## config.mk

```make
export PLATFORM = sky130hd
export DESIGN_NAME = pix_mem_write_ctrl
export DESIGN_NICKNAME = d
export VERILOG_FILES = /design/src/rtl/pix_mem_write_ctrl.sv
export SDC_FILE = /design/constraint.sdc
export NUM_CORES = 1
export LEC_CHECK = 0
export CAP_MARGIN = 20
export CORE_ASPECT_RATIO = 0.5
export CORE_UTILIZATION = 30
export CTS_CLUSTER_SIZE = 8
export DETAILED_ROUTE_END_ITERATION = 10
export PLACE_DENSITY_LB_ADDON = 0.3
export RECOVER_POWER = 50
export SYNTH_ARGS = -nofsm -noshare
export SYNTH_HDL_FRONTEND = slang
export SYNTH_SLANG_ARGS = --single-unit
```

## constraint.sdc

```tcl
create_clock -name CLK -period 1.9 [get_ports CLK]
set_input_delay 0.19 -clock CLK [delete_from_list [all_inputs] [get_ports CLK]]
set_output_delay 0.19 -clock CLK [all_outputs]
set_load 0.01 [all_outputs]
```

## src/rtl/pix_mem_write_ctrl.sv

```systemverilog
// Ping-pong frame writer: packs two ADC channels into 32-bit words, writes them
// into the bank owned by the capture side and hands completed banks to the reader.
module pix_mem_write_ctrl #(
  parameter int ADC_W       = 14,
  parameter int ADDR_W      = 11,
  parameter int FRAME_WORDS = 768
) (
  input  logic              CLK,
  input  logic              RST,
  input  logic              FRAME_START,
  input  logic              PIX_VALID,
  input  logic [ADC_W-1:0]  CAN_IN1,
  input  logic [ADC_W-1:0]  CAN_IN2,
  input  logic              TYPE_BAL,
  input  logic              READ_DONE,
  output logic              MEM_WE,
  output logic [ADDR_W-1:0] MEM_ADDR,
  output logic [31:0]       MEM_DATA,
  output logic              FRAME_DONE,
  output logic              RD_BANK,
  output logic [1:0]        BANK_FULL,
  output logic              BUSY,
  output logic              OVERRUN,
  output logic              SYNC_ERR
);

  typedef enum logic [0:0] {IDLE = 1'b0, CAPTURE = 1'b1} state_t;

  localparam logic [ADDR_W-2:0] LAST_IDX = (ADDR_W-1)'(FRAME_WORDS - 1);
  localparam logic [ADDR_W-2:0] CNT_ONE  = (ADDR_W-1)'(1);

  state_t              state_q, state_d;
  logic [ADDR_W-2:0]   count_q, count_d;
  logic                wr_bank_q, wr_bank_d;
  logic                rd_bank_q, rd_bank_d;
  logic [1:0]          bank_full_q, bank_full_d;
  logic [1:0]          bank_set_s, bank_clr_s;
  logic                type_bal_q, type_bal_d;
  logic                mem_we_q, mem_we_d;
  logic [ADDR_W-1:0]   mem_addr_q, mem_addr_d;
  logic [31:0]         mem_data_q, mem_data_d;
  logic                frame_done_q, frame_done_d;
  logic                busy_q, busy_d;
  logic                overrun_q, overrun_d;
  logic                sync_err_q, sync_err_d;

  // Capture sequencing, word packing and bank hand-off between writer and reader.
  always_comb begin
    state_d      = state_q;
    count_d      = count_q;
    wr_bank_d    = wr_bank_q;
    rd_bank_d    = rd_bank_q;
    type_bal_d   = type_bal_q;
    mem_we_d     = 1'b0;
    mem_addr_d   = mem_addr_q;
    mem_data_d   = mem_data_q;
    frame_done_d = 1'b0;
    overrun_d    = 1'b0;
    sync_err_d   = 1'b0;
    bank_set_s   = 2'b00;
    bank_clr_s   = 2'b00;

    case (state_q)
      IDLE: begin
        if (FRAME_START) begin
          if (bank_full_q[wr_bank_q]) begin
            overrun_d = 1'b1;
          end else begin
            state_d    = CAPTURE;
            count_d    = '0;
            type_bal_d = TYPE_BAL;
          end
        end else begin
          state_d = IDLE;
        end
      end
      CAPTURE: begin
        // A new frame start restarts the same bank; the sample of that cycle is dropped.
        if (FRAME_START) begin
          sync_err_d = 1'b1;
          count_d    = '0;
          type_bal_d = TYPE_BAL;
        end else if (PIX_VALID) begin
          mem_we_d                = 1'b1;
          mem_addr_d              = {wr_bank_q, count_q};
          mem_data_d              = 32'h0000_0000;
          mem_data_d[ADC_W-1:0]   = CAN_IN1;
          mem_data_d[16 +: ADC_W] = type_bal_q ? CAN_IN2 : {ADC_W{1'b0}};
          if (count_q == LAST_IDX) begin
            bank_set_s[wr_bank_q] = 1'b1;
            frame_done_d          = 1'b1;
            wr_bank_d             = ~wr_bank_q;
            count_d               = '0;
            state_d               = IDLE;
          end else begin
            count_d = count_q + CNT_ONE;
          end
        end else begin
          state_d = CAPTURE;
        end
      end
      default: begin
        state_d = IDLE;
      end
    endcase

    if (READ_DONE && bank_full_q[rd_bank_q]) begin
      bank_clr_s[rd_bank_q] = 1'b1;
      rd_bank_d             = ~rd_bank_q;
    end else begin
      rd_bank_d = rd_bank_q;
    end

    bank_full_d = (bank_full_q & ~bank_clr_s) | bank_set_s;
    busy_d      = (state_d == CAPTURE);
  end

  // State and registered outputs; reset discards any partial frame and empties both banks.
  always_ff @(posedge CLK) begin
    if (RST) begin
      state_q      <= IDLE;
      count_q      <= '0;
      wr_bank_q    <= 1'b0;
      rd_bank_q    <= 1'b0;
      bank_full_q  <= 2'b00;
      type_bal_q   <= 1'b0;
      mem_we_q     <= 1'b0;
      mem_addr_q   <= '0;
      mem_data_q   <= 32'h0000_0000;
      frame_done_q <= 1'b0;
      busy_q       <= 1'b0;
      overrun_q    <= 1'b0;
      sync_err_q   <= 1'b0;
    end else begin
      state_q      <= state_d;
      count_q      <= count_d;
      wr_bank_q    <= wr_bank_d;
      rd_bank_q    <= rd_bank_d;
      bank_full_q  <= bank_full_d;
      type_bal_q   <= type_bal_d;
      mem_we_q     <= mem_we_d;
      mem_addr_q   <= mem_addr_d;
      mem_data_q   <= mem_data_d;
      frame_done_q <= frame_done_d;
      busy_q       <= busy_d;
      overrun_q    <= overrun_d;
      sync_err_q   <= sync_err_d;
    end
  end

  assign MEM_WE     = mem_we_q;
  assign MEM_ADDR   = mem_addr_q;
  assign MEM_DATA   = mem_data_q;
  assign FRAME_DONE = frame_done_q;
  assign RD_BANK    = rd_bank_q;
  assign BANK_FULL  = bank_full_q;
  assign BUSY       = busy_q;
  assign OVERRUN    = overrun_q;
  assign SYNC_ERR   = sync_err_q;

endmodule

```

* Word-level counts from Yosys, hierarchy flattened
Cells that the tools add are included.
Operators by class: reductions and logical operators 11, muxes and demuxes 34, $add $sub $neg 1, magnitude comparators 4, eq/ne operators 5, bitwise operators 8
Operators with widths (number):
- two-way mux 10 bit | 5
- one-hot mux 10 bit (2 select lines) | 1
- two-way mux 1 bit | 18
- two-way mux 14 bit | 1
- adder 10 x 1 -> 10 bit, second input constant | 1
- == test 10 bit, second input constant | 1
- two-way mux 2 bit | 5
- AND reduction 3 bit | 3
- != test 2 bit, second input constant | 3
- OR reduction 3 bit | 2
- inverter 1 bit | 5
- < comparator 1 x 2 -> 1 bit, second input constant | 2
- one-hot mux 1 bit (2 select lines) | 2
- AND reduction 4 bit | 1
- OR reduction 4 bit | 1
- logical AND 1 bit | 3
- != test 3 bit, second input constant | 1
- AND 2 bit | 1
- demux 1 bit (select 1 bit) | 2
- >= comparator 1 bit, second input constant | 2
- inverter 2 bit | 1
- bitwise OR 2 bit | 1
- OR reduction 2 bit | 1
Word-level totals: bits in registers 59, output and inout bits 51

* Longest topological paths before layout
Gate-level depths: netlist of the first run.
depth after elaboration 9, mapped depth 6, gate-level depth less buffers 5

* Least setup slack after synthesis of the first run
Ideal clock, no wire load.
kind register to register, start register wr_bank_q, end register count_q[8], path buffers 0, required time 1.830 ns, stages on the path, launching flop included 5, library setup time 0.070 ns, path slack 0.350 ns, data arrival time 1.480 ns, clock period less this slack 1.550 ns, cells stage by stage dfxtp_1 > mux2i_4 > o21ai_4 > or4_1 > a21oi_1
On the way: longest elaborated chain between the ends 4
Ends and longest elaborated chain:
- from (decl) | RTL line 34 | logic wr_bank_q, wr_bank_d;
- from (signal assigned) | RTL line 137 | wr_bank_q <= wr_bank_d;
- two-way mux 1 bit (not written as such) (2 in a row) | RTL line 66 | if (bank_full_q[wr_bank_q]) begin
- != test 2 bit (no source line)
- AND reduction 3 bit (no source line)
- to (signal assigned) | RTL line 136 | count_q <= count_d;
- to (decl) | RTL line 33 | logic [ADDR_W-2:0] count_q, count_d;
No other way between the ends. The select of a mux whose other input is x is not followed. A chain may end at the register's enable or synchronous reset.

* Worst setup path in the final report of the first run
Same ends and word-level chain as after synthesis.

==> results of run 1 <==
report_power, final:
group	internal (W)	switching, W
clock	0.000940	0.000532
sequential	0.00126	0.0000156
combinational	0.000102	0.0000901
kinds of logic after synthesis:
family                   count (synthesis)  synth area share (%)
AND/OR/NAND/NOR                        113                  22.1
AO/OA/AOI/OAI                           62                  16.3
flip-flops                              59                  51.7
buffers and inverters                   24                  5.48
XOR/XNOR                                 5                  1.92
multiplexers                             3                  1.86
adder cells (fa/ha/maj)                  1                 0.548
other                                    1                 0.164
layout make-up:
cell class                      instances  area [sq um]  share of cell area (%)
Clock buffer                           11           253                    7.40
Clock inverter                          5          27.5                   0.806
Inverter                                3          11.3                   0.330
Multi-Input combinational cell        188           990                    29.0
Sequential cell                        59          1180                    34.6
Tap cell                               96           120                    3.52
Timing Repair Buffer                   84           832                    24.4
sequential cells by signal, indices dropped and copies added, names as in the netlist:
register    flops
FRAME_DONE      1
type_bal_q      1
BANK_FULL       2
MEM_DATA       28
wr_bank_q       1
OVERRUN         1
RD_BANK         1
SYNC_ERR        1
MEM_WE          1
BUSY            1
count_q        10
MEM_ADDR       11
layer usage:
| metal | wire, um | vias up |
|---|---|---|
| met5 | 0 | - |
| met4 | 0 | 0 |
| met3 | 280 | 0 |
| met2 | 2620 | 51 |
| met1 | 2760 | 973 |
| li1 | - | 1056 |
per-stage QoR:
| step | setup WS [ps] | instance area [sq um] | hold slack, ps | power [W] |
|---|---|---|---|---|
| global route | 77.5 | 3410 | 377 | 0.00305 |
| global placement | 149 | 3150 | 440 | 0.00149 |
| detailed placement | 74.9 | 3150 | 443 | 0.00150 |
| floorplan | 350 | 2300 | 309 | 0.00139 |
| finish | 169 | 3410 | 357 | 0.00294 |
| CTS | 188 | 3430 | 348 | 0.00298 |
synth_stat cells:
master and n:
a311oi_1 2, mux2i_1 2, conb_1 1, and4b_1 1, buf_1 2, nor2_1 13, o31ai_1 3, o211ai_2 1
xor2_1 4, nand3b_1 1, clkbuf_8 1, inv_1 3, and3b_1 1, and4_2 1, nand3_1 15, or3_1 2
o211ai_1 2, a21oi_1 45, o21ai_4 1, o211a_1 1, o21bai_2 1, or4_1 3, mux2i_4 1, xnor2_1 1
nand4_1 2, o21ai_0 3, dfxtp_1 59, buf_4 4, nand2b_1 2, buf_6 1, a2bb2oi_1 2, clkbuf_1 11
and3_1 2, nand2_1 68, nor4b_1 1, ha_1 1, buf_2 2, nor3b_1 1, a21o_2 1
cells in the final DEF (no fill, tap or decap), types with 2 or more instances in the layout:
master	instances
nand3_1	15
and3_1	2
a2bb2oi_1	2
clkinv_2	4
clkbuf_16	9
or4_1	3
clkdlybuf4s50_1	51
nand2_1	68
a311oi_1	2
clkbuf_8	2
dfxtp_1	59
buf_2	2
o31ai_1	3
dlygate4sd3_1	28
nand2b_1	2
a21oi_1	45
xor2_1	4
or3_1	2
conb_1	4
mux2i_1	2
o21ai_0	3
nand4_1	2
inv_1	3
nor2_1	13
o211ai_1	2
worst paths after layout:
kind	to	slack [ps]	depth (start not counted)
min	BANK_FULL[0]	360	2
max reg2reg	count_q[8]	170	4
min reg2reg	MEM_DATA[29]	450	2
max	count_q[8]	170	4
==> results.json, run 1 <==
{
  "status": "finished with violations",
  "violations": "design-rule violations",
  "std_cell_rows": 22,
  "fin_skew_ps": 10.2,
  "period_needed_ps": 1730,
  "grtUsageTotal_pct": 15.0,
  "ir_drop_mv": 0.456,
  "r2r_start": "wr_bank_q",
  "final_util_pct": 46.5,
  "hpwlAfterDp_mm": 3.89,
  "final_hold_viol_count": 0,
  "wl_mm": 5.66,
  "slowest_delay_ps": 520,
  "avgRoutedWirePerCell_um": 12.7,
  "grt_start_max_net_pins": 41,
  "avgViaCountPerCell": 4.66,
  "slew_headroom_pct": 51.2,
  "cts_buffer_depth": 2,
  "cts_sinks": 59,
  "ant_nets": 0,
  "critical_path.cell_chain": "mux2i_4, o21ai_4, or4_1, a21oi_1",
  "synth.largest_area_cell": "dfxtp_1",
  "crit_path_end_kind": "register",
  "fillers": 687,
  "coreArea_sq_mm": 0.00735,
  "fmaxAchievable_ghz": 0.578,
  "min_path_type": "primary input to register",
  "slowest_stage": "or4_1",
  "p_per_area_mw_per_mm2": 860,
  "syn2layout_area_growth_pct": 49.5,
  "min_period_over_period_pct": 91.1,
  "vias": 2080,
  "cap_violations": 0,
  "grt_pass1_vias": 2003,
  "cp_max_fo": 7,
  "cts_htree_levels": 3,
  "syn_area_per_cell_sq_um": 8.52,
  "grt_pass1_wl_mm": 9.40,
  "dieHeight_um": 63.7,
  "slew_viol_final": 0,
  "layout.cells.non_filler": 446,
  "cts_tree": "done",
  "root_buffer": "clkbuf_16",
  "antenna_found_initial": 0,
  "startpoint": "wr_bank_q",
  "synth_cells": 268,
  "grt_setup_unrepaired": "false",
  "die_w_um": 125,
  "fin_tns_setup_ps": 0,
  "critPathArrivalTime_ps": 1980,
  "setup_viol": 0,
  "start_util_pct": 31.1,
  "dieArea_sq_mm": 0.00799,
  "cp_top_family": "simple AND/OR/NAND/NOR gates",
  "first_iter_violations": 147,
  "use_met1_pct": 18.2,
  "worstMarginPinSlew_ps": 733,
  "grt.overflow.total": 0,
  "syn-cell-area_sq_mm": 0.00228,
  "io_buffers": 80,
  "ys_ff_latch": 59,
  "diodes": 0,
  "yosys_warnings": 0,
  "use_met3_pct": 6.54,
  "grtUsageMet2_pct": 24.2,
  "seq_area_frac_synth_pct": 51.7,
  "leakagePower_nw": 1.26,
  "path_class": "register to register",
  "hold_start": "RST",
  "final_nets": 380,
  "ios": 85,
  "dp_cells": 430,
  "path_buf_inv": 0,
  "route.detailed.drc": 6,
  "grt.busiest_layer": "met2",
  "cts_setup_buffers": 0,
  "drive_gt1_share_pct": 7.43,
  "synthTopCellsByArea": "dfxtp_1 52%, nand2_1 11%, a21oi_1 9.9%, nand3_1 3.3%, nor2_1 2.1%",
  "cts_buffers": 9,
  "path_clk_slew_ps": 50,
  "cp-start-kind": "register",
  "synth_cell_types": 39,
  "clk_latency_ps": 330,
  "synth_top_area_share_pct": 51.7,
  "place.gp.congestion": 0.848,
  "critPathRequiredTime_ps": 2150,
  "cts_resized": 0,
  "drtPass1Iterations": 7,
  "hold_buffers": 0
}
Power figures use the tool's default switching activity.
==> run 2, diff against run 1 <==
Settings changed: CTS_BUF_LIST set to sky130_fd_sc_hd__clkbuf_8, SETUP_SLACK_MARGIN set to 0.3.
==> run 2 against run 1 <==
Against the previous run:
- the flow still finishes with violations (design-rule violations)
- combinational power rose by 6%
- via count rose by 1.8%
- critical path depth did not move
- total power fell by 16%
- non-clock buffer count rose by 4
- sequential share of layout area rose by 0.60 points
==> results.json, run 2 (same netlist as run 1, synthesis figures left out) <==
{
  "status": "finished with violations",
  "violations": "design-rule violations",
  "hpwlAfterDp_mm": 3.89,
  "syn2layout_area_growth_pct": 48.1,
  "place.gp.congestion": 0.848,
  "grt_pass1_vias": 2009,
  "crit_path_end": "count_q[8]",
  "die_w_um": 125,
  "critical_path.cell_chain": "clkbuf_1, o21ai_4, or4_1, a21oi_1",
  "pwr-share-clk_pct": 40.5,
  "wl_mm": 5.73,
  "root_buffer": "clkbuf_8",
  "crit_path_end_kind": "register",
  "first_iter_violations": 123,
  "leakagePower_nw": 1.21,
  "dieHeight_um": 63.7,
  "io_buffers": 80,
  "antenna_found_initial": 0,
  "grtUsageTotal_pct": 15.1,
  "grt.overflow.total": 0,
  "rr_worst_depth": 4,
  "diodes": 0,
  "final_hold_viol_count": 0,
  "dieArea_sq_mm": 0.00799,
  "cp-start-kind": "register",
  "avgViaCountPerCell": 4.71,
  "drive_gt1_share_pct": 10.7,
  "ant_nets": 0,
  "worstMarginPinSlew_ps": 587,
  "ir_drop_mv": 0.267,
  "start_util_pct": 31.1,
  "period_needed_ps": 1640,
  "min_path_type": "primary input to register",
  "slowest_delay_ps": 520,
  "std_cell_rows": 22,
  "cts_tree": "done",
  "grt_pass1_wl_mm": 9.46,
  "path_clk_slew_ps": 70,
  "mostFrequentLayoutCell": "nand2_1",
  "setup_viol": 0,
  "route.detailed.drc": 6,
  "slew_headroom_pct": 60.9,
  "cts_htree_levels": 3,
  "critPathArrivalTime_ps": 1900,
  "p_sw_w": 0.000578,
  "cts_sinks": 59,
  "cts_buffer_depth": 2,
  "p_per_area_mw_per_mm2": 731,
  "ios": 85,
  "path_class": "register to register",
  "vias": 2118,
  "largest_register_ffs": 28,
  "cp_max_fo": 8,
  "pwr-share-seq_pct": 51.3,
  "dp_slack_ps": 74.9,
  "fin_tns_setup_ps": 0,
  "grt_start_max_net_pins": 41,
  "critPathRequiredTime_ps": 2170,
  "avgRoutedWirePerCell_um": 12.7,
  "fmaxAchievable_ghz": 0.611,
  "hold_buffers": 0,
  "p_int_w": 0.00190,
  "clk_latency_ps": 330,
  "final_nets": 384,
  "cts_buffers": 9,
  "min_period_over_period_pct": 86.2,
  "startpoint": "BUSY",
  "switching_share_pct": 23.3,
  "drtPass1Iterations": 7,
  "grt_setup_unrepaired": "true",
  "slowest_stage": "or4_1",
  "worstReg2RegEnd": "count_q[8]",
  "r2r_start": "BUSY",
  "cap_violations": 0,
  "fin_skew_ps": 7.57,
  "coreArea_sq_mm": 0.00735,
  "combPwrFrac_pct": 8.2,
  "slew_viol_final": 0,
  "worst_slack_ps": 262,
  "reg2reg_slack_ps": 260,
  "mostFrequentLayoutCells": "68 x nand2_1, 61 x clkdlybuf4s50_1, 53 x dfxtp_1"
}
## run 2: cell types whose count changed in the layout (fill, tap and decap cells not counted), sizes merged
cell / change
buf: +4
clkdlybuf4s50: +10
dlygate4sd3: -10
## run 2: worst min path at each step
stage,startpoint,cells after the start,to,slack [ps]
CTS,RST,2,BANK_FULL[0],320
detailed placement,MEM_DATA[16],2,MEM_DATA[16],440
floorplan,READ_DONE,1,RD_BANK,310
finish,RST,2,wr_bank_q,350
global placement,MEM_DATA[25],2,MEM_DATA[25],440
global route,RST,2,BANK_FULL[0],360
## run 2: layer usage
layer / track usage [%] / share of wire (%) / up-vias
li1: - / - / 1065
met1: 18.1 / 48 / 981
met2: 24.2 / 46 / 63
met3: 6.03 / 5.0 / 9
met4: 6.25 / 1.0 / 0
met5: 0 / 0 / -
## run 2: final cells by class
type	count	area (sq um)
clock buffers	11	151
clock inverters	5	27.5
fillers	698	3970
inverters	3	11.3
multi-input cells	188	1010
flip-flops and latches	59	1190
well taps	96	120
repair buffers	88	877
## run 2: critical path: cells and delay by family, from the launching register on
family	cells	cell delay (ps)
AND/OR/NAND/NOR	1	520
flip-flops	1	380
AO/OA/AOI/OAI	2	290
buffers and inverters	1	380
## run 2: timing repair
| action | CTS | global route |
|---|---|---|
| pin swaps | 0 | 5 |
| buffers inserted | 2 | 2 |
| resized for setup | 1 | 10 |
| endpoints found under the setup margin | 3 | 15 |
## run 2: through the flow
| stage | std cells | instance area (sq um) | utilization [%] | power, W | hold WS, ps |
|---|---|---|---|---|---|
| finish | 450 | 3380 | 46.1 | 0.00248 | 350 |
| global placement | 430 | 3150 | 42.9 | 0.00149 | 440 |
| detailed placement | 430 | 3150 | 42.9 | 0.00150 | 443 |
| floorplan | 271 | 2300 | - | 0.00139 | 309 |
| CTS | 448 | 3350 | 45.6 | 0.00252 | 321 |
| global route | 450 | 3380 | 46.1 | 0.00259 | 356 |
## run 2: power groups by stage
stage | registers (W) | logic, W | clock network, W
3_5_place_dp | 0.00130 | 0.000201 | 0
5_1_grt | 0.00127 | 0.000219 | 0.00110
6_report | 0.00127 | 0.000204 | 0.00100
4_1_cts | 0.00127 | 0.000202 | 0.00105
3_3_place_gp | 0.00130 | 0.000197 | 0
2_1_floorplan | 0.00130 | 0.0000886 | 0
==> variant 1, RTL diff (config.mk and constraints of run 1) <==
`mem_addr_q` no longer has a reset.
--- a/src/rtl/pix_mem_write_ctrl.sv
+++ b/src/rtl/pix_mem_write_ctrl.sv
@@ -127,3 +127,2 @@
       mem_we_q     <= 1'b0;
-      mem_addr_q   <= '0;
       mem_data_q   <= 32'h0000_0000;
@@ -141,3 +140,2 @@
       mem_we_q     <= mem_we_d;
-      mem_addr_q   <= mem_addr_d;
       mem_data_q   <= mem_data_d;
@@ -148,2 +146,6 @@
     end
+  end
+
+  always_ff @(posedge CLK) begin
+    mem_addr_q <= mem_addr_d;
   end
Behaviour: differs if RST is asserted again (counterexample within 4 cycles, from zero or initial values and one cycle with RST high); with RST held inactive, the same outputs for 10 cycles.
==> variant 1 against run 1 <==
Global-route usage down 1.5 points. Maximum frequency up 1.7%. Routed wire length decreased by 15%. Clock power rose by 5%. Worst hold slack better by 66 ps. Worst setup slack better by 29 ps. Sequential share of layout area increased by 4.0 points. Total power grew 4.0%. Sequential cell count stayed put. Cell area fell by 1.9%. Area after synthesis fell by 6.4%. Highest routed layer is now met4.
==> variant 1: results (changes against run 1) <==
* Cell count after synthesis at 200 (was 268)
* Final weighted congestion of routability-driven global placement at 0.743 (was 0.848)
* Slack of the worst reg-to-reg path at 200 ps (was 170 ps)
* Sequential fraction of design power at 0.427 (was 0.433)
* Number of buffers other than clock buffers in the final layout at 86 (was 84)
* Register area share after synthesis at 0.604 (was 0.517)
* Fraction of layout instances using a drive strength above 1 at 0.0856 (was 0.0743)
* Synth cell types at 40 (was 39)
* First-pass GRT wire length at 7420 um (was 9400 um)
* Worst vdd ir at 0.000518 V (was 0.000456 V)
* Num tapcells at 92 (was 96)
* Outcome: completed (was complete, but fails checks)
* Layout Skew at 6.14 ps (was 10.2 ps)
* Count of flip-flops with a built-in enable after synthesis at 11 (was 0)
* Later-pin clock latency in the skew report at 310 ps (was 330 ps)
* Via count of the first global-routing pass at 1622 (was 2003)
* Worst hold start: CAN_IN1[9] (was RST)
* Buffer share of cell area at 0.256 (was 0.244)
* Place WS at -77.2 ps (was 74.9 ps)
* Design internal power at 0.00244 W (was 0.00230 W)
* TritonRoute pass-1 iters at 4 (was 7)
* Reg-to-reg critical path endpoint: count_q[6] (was count_q[8])
* Top area cells in the synthesized netlist: sky130_fd_sc_hd__dfxtp_1 (45%), sky130_fd_sc_hd__edfxtp_1 (15%), sky130_fd_sc_hd__a22o_1 (5.7%) (was sky130_fd_sc_hd__dfxtp_1 (52%), sky130_fd_sc_hd__nand2_1 (11%), sky130_fd_sc_hd__a21oi_1 (9.9%))
* Number of multi-input combinational cells in the layout at 128 (was 188)
* Filler cell count at 652 (was 687)
* Proportion of cell area occupied by multi-input gates at 0.233 (was 0.290)
* Core occupancy in the finished layout at 0.494 (was 0.465)
* GRT Util Overall at 0.134 (was 0.150)
* Total cell area at the placement stage at 0.00306 sq mm (was 0.00315 sq mm)
* Number of cells after detailed placement at 368 (was 430)
* Clock buffer and inverter area fraction after layout at 0.0878 (was 0.0821)
* Leakage Power at 1.27 nW (was 1.26 nW)
* Most frequent cells after synthesis: sky130_fd_sc_hd__dfxtp_1 (48), sky130_fd_sc_hd__nand2_1 (32), sky130_fd_sc_hd__a21oi_1 (19) (was sky130_fd_sc_hd__nand2_1 (68), sky130_fd_sc_hd__dfxtp_1 (59), sky130_fd_sc_hd__a21oi_1 (45))
* Post-detail-place hpwl at 3510 um (was 3890 um)
* Final Hold Slack at 423 ps (was 357 ps)
* Routed length per placed instance at 12.5 um (was 12.7 um)
* Net count, final at 322 (was 380)
* Number of vias after detailed routing at 1762 (was 2080)
* Worst path arrival time at 1950 ps (was 1980 ps)
* Detailed Route Iter0 Violations at 54 (was 147)
* Seq. cell area at 0.00129 sq mm (was 0.00118 sq mm)
* Detailed Route WL at 4810 um (was 5660 um)
==> variant 1: cell types whose count changed after synthesis, moves of 2 or more <==
cell                       delta
sky130_fd_sc_hd__nand2_1     -36
sky130_fd_sc_hd__a21oi_1     -26
sky130_fd_sc_hd__a22o_1      +14
sky130_fd_sc_hd__nand3_1     -13
sky130_fd_sc_hd__dfxtp_1     -11
sky130_fd_sc_hd__edfxtp_1    +11
sky130_fd_sc_hd__clkbuf_1     -6
sky130_fd_sc_hd__nor2_1       +2
==> variant 1: routing by layer <==
metal | wire length, um | track usage | up-vias
met5 | 0 | 0 | -
met4 | 56 | 0.0705 | 0
met3 | 248 | 0.0493 | 4
met2 | 2300 | 0.226 | 48
met1 | 2210 | 0.156 | 830
li1 | - | - | 880
==> variant 1: worst max-delay path by stage <==
stage                   endpoint  slack (ps)  depth (start not counted)
finish                count_q[6]         200                          4
global route          count_q[6]          90                          4
CTS                   count_q[6]         200                          4
detailed placement  MEM_DATA[18]         -80                          5
global placement    MEM_DATA[16]         -20                          5
floorplan            MEM_ADDR[0]         290                          3
==> variant 1: kinds of logic (layout without fill, tap and decap cells) <==
kind of cell | count (synthesis) | count (layout) | synth area share
AO/OA/AOI/OAI | 50 | 50 | 0.168
buffers and inverters | 16 | 105 | 0.0369
other | 1 | 4 | 0.00175
AND/OR/NAND/NOR | 64 | 64 | 0.139
flip-flops | 59 | 59 | 0.604
XOR/XNOR | 6 | 6 | 0.0246
adder cells (fa/ha/maj) | 1 | 1 | 0.00585
multiplexers | 3 | 3 | 0.0199
==> variant 1: critical path: cells and delay by family, from the launching register on <==
kind	cells	cell delay [ps]
simple gates	1	520
flops	1	420
mux	1	410
compound gates	2	290
==> variant 2, RTL diff (settings of run 1) <==
Made on the original files. The parameter `ADDR_W` goes from 11 to 12.
--- a/src/rtl/pix_mem_write_ctrl.sv
+++ b/src/rtl/pix_mem_write_ctrl.sv
@@ -4,3 +4,3 @@
   parameter int ADC_W       = 14,
-  parameter int ADDR_W      = 11,
+  parameter int ADDR_W      = 12,
   parameter int FRAME_WORDS = 768
Ports: changed (resized MEM_ADDR); port bits go from 85 to 86. No check against the original RTL was run, so the function may have changed too.
==> variant 2 against run 1 <==
Routed wire length grew 7.9%. Worst setup slack gained 14 ps. Total power grew 11%. Sequential cell count grew 2. Area after synthesis grew 3.2%. Count of clock-buffer cells in the layout shrank 1. Cell area grew 5.2%.
==> variant 2: results (changes against run 1) <==
* Cell count after synthesis at 278 (was 268)
* Slowest Stage Delay on Critical Path at 450 ps (was 520 ps)
* Place WS at 97.3 ps (was 74.9 ps)
* Most frequent cells after synthesis: sky130_fd_sc_hd__nand2_1 (71), sky130_fd_sc_hd__dfxtp_1 (61), sky130_fd_sc_hd__a21oi_1 (48) (was sky130_fd_sc_hd__nand2_1 (68), sky130_fd_sc_hd__dfxtp_1 (59), sky130_fd_sc_hd__a21oi_1 (45))
* Number of vias after detailed routing at 2168 (was 2080)
* Input/output buffers at 81 (was 80)
* Worst Hold Path EP: type_bal_q (was BANK_FULL[0])
* Slowest stage cell, crit path: sky130_fd_sc_hd__dfxtp_1 (was sky130_fd_sc_hd__or4_1)
* Pin count of the biggest net entering global routing at 42 (was 41)
* Worst vdd ir at 0.000505 V (was 0.000456 V)
* Number of cells after detailed placement at 455 (was 430)
* Later-pin clock latency in the skew report at 320 ps
* Number of cells on the worst hold path at 2 (unchanged)
* TritonRoute pass-1 iters at 4 (was 7)
* Net count, final at 393 (was 380)
* Outcome: completed (was complete, but fails checks)
* Number of non-filler instances in the completed layout at 471 (was 446)
* GRT Util Overall at 0.157 (was 0.150)
* Transition time at the pin with the least slew margin at 523 ps (was 733 ps)
* Layout Skew at 2.47 ps (was 10.2 ps)
* Cell family contributing the most delay on the critical path: flip-flops (was simple AND/OR/NAND/NOR gates)
* Register area share after synthesis at 0.518 (was 0.517)
* Maximum buffer depth of the clock tree at 2 (unchanged)
* Fraction of layout instances using a drive strength above 1 at 0.0799 (was 0.0743)
* Reg-to-reg critical path endpoint: count_q[4] (was count_q[8])
* Post-detail-place hpwl at 4330 um (was 3890 um)
* Leakage Power at 1.37 nW (was 1.26 nW)
* Number of buffers inserted during clock tree synthesis at 9 (unchanged)
* Routed length per placed instance at 13.0 um (was 12.7 um)
* Top area cells in the synthesized netlist: sky130_fd_sc_hd__dfxtp_1 (52%), sky130_fd_sc_hd__nand2_1 (11%), sky130_fd_sc_hd__a21oi_1 (10%) (was sky130_fd_sc_hd__dfxtp_1 (52%), sky130_fd_sc_hd__nand2_1 (11%), sky130_fd_sc_hd__a21oi_1 (9.9%))
* First-pass GRT wire length at 9970 um (was 9400 um)
* Detailed Route Iter0 Violations at 68 (was 147)
* Final Hold Slack at 344 ps (was 357 ps)
* Final weighted congestion of routability-driven global placement at 0.781 (was 0.848)
variant 2: cell count changes in the layout (fill, tap and decap cells not counted), sizes merged, moves of 4 or more:
cell / before / now
clkdlybuf4s50: 51 / 35
dlygate4sd3: 28 / 45
a21oi: 45 / 49
or3: 2 / 6
o21ai: 4 / 9
variant 2: worst max path at each step:
| stage | startpoint | endpoint | slack [ps] | depth (start not counted) |
|---|---|---|---|---|
| finish | wr_bank_q | count_q[4] | 180 | 4 |
| detailed placement | FRAME_START | count_q[10] | 100 | 5 |
| CTS | wr_bank_q | count_q[10] | 190 | 4 |
| global placement | FRAME_START | count_q[10] | 160 | 5 |
| floorplan | wr_bank_q | count_q[10] | 310 | 4 |
| global route | wr_bank_q | count_q[8] | 30 | 4 |
variant 2: logic make-up (layout without fill, tap and decap cells):
family,after synthesis,in the layout,synth area share
compound gates,67,67,0.165
xor+xnor,4,4,0.0149
fa+ha+maj,1,1,0.00531
buf+inv,23,105,0.0456
flops,61,61,0.518
mux,3,3,0.0180
other cells,1,4,0.00159
simple gates,118,118,0.231
variant 2: routing by layer:
metal  GRT usage  vias to the layer above  routed length, um
li1            -                     1101                  -
met1       0.173                     1006               2710
met2       0.283                       54               3030
met3      0.0595                        7                301
met4      0.0506                        0                 57
met5           0                        -                  0
variant 2: worst reg2reg max path: stages, from the launching register on:
cell	delay, ps
sky130_fd_sc_hd__dfxtp_1	450
sky130_fd_sc_hd__mux2i_4	400
sky130_fd_sc_hd__o211ai_1	270
sky130_fd_sc_hd__or3_1	370
sky130_fd_sc_hd__a21oi_1	150
variant 2: area by class of cell:
class	count	area, sq um
Clock buffer	10	239
Clock inverter	6	86.3
Fill cell	712	3870
Inverter	2	7.51
Multi-Input combinational cell	197	1040
Sequential cell	61	1220
Tap cell	108	135
Timing Repair Buffer	87	863
variant 2: power by group:
| part | switching, W | leakage (nW) | internal [W] | total [W] |
|---|---|---|---|---|
| clock | 0.000559 | 0.158 | 0.00118 | 0.00174 |
| sequential | 0.0000160 | 0.493 | 0.00130 | 0.00131 |
| combinational | 0.0000918 | 0.715 | 0.000104 | 0.000196 |
| total | 0.000667 | 1.37 | 0.00258 | 0.00325 |
variant 2: per-stage QoR:
| stage | cell area, sq um | utilization |
|---|---|---|
| finish | 3590 | 0.482 |
| global route | 3590 | 0.482 |
| CTS | 3590 | 0.482 |
| detailed placement | 3270 | 0.438 |
| global placement | 3270 | 0.438 |
| floorplan | 2370 | - |
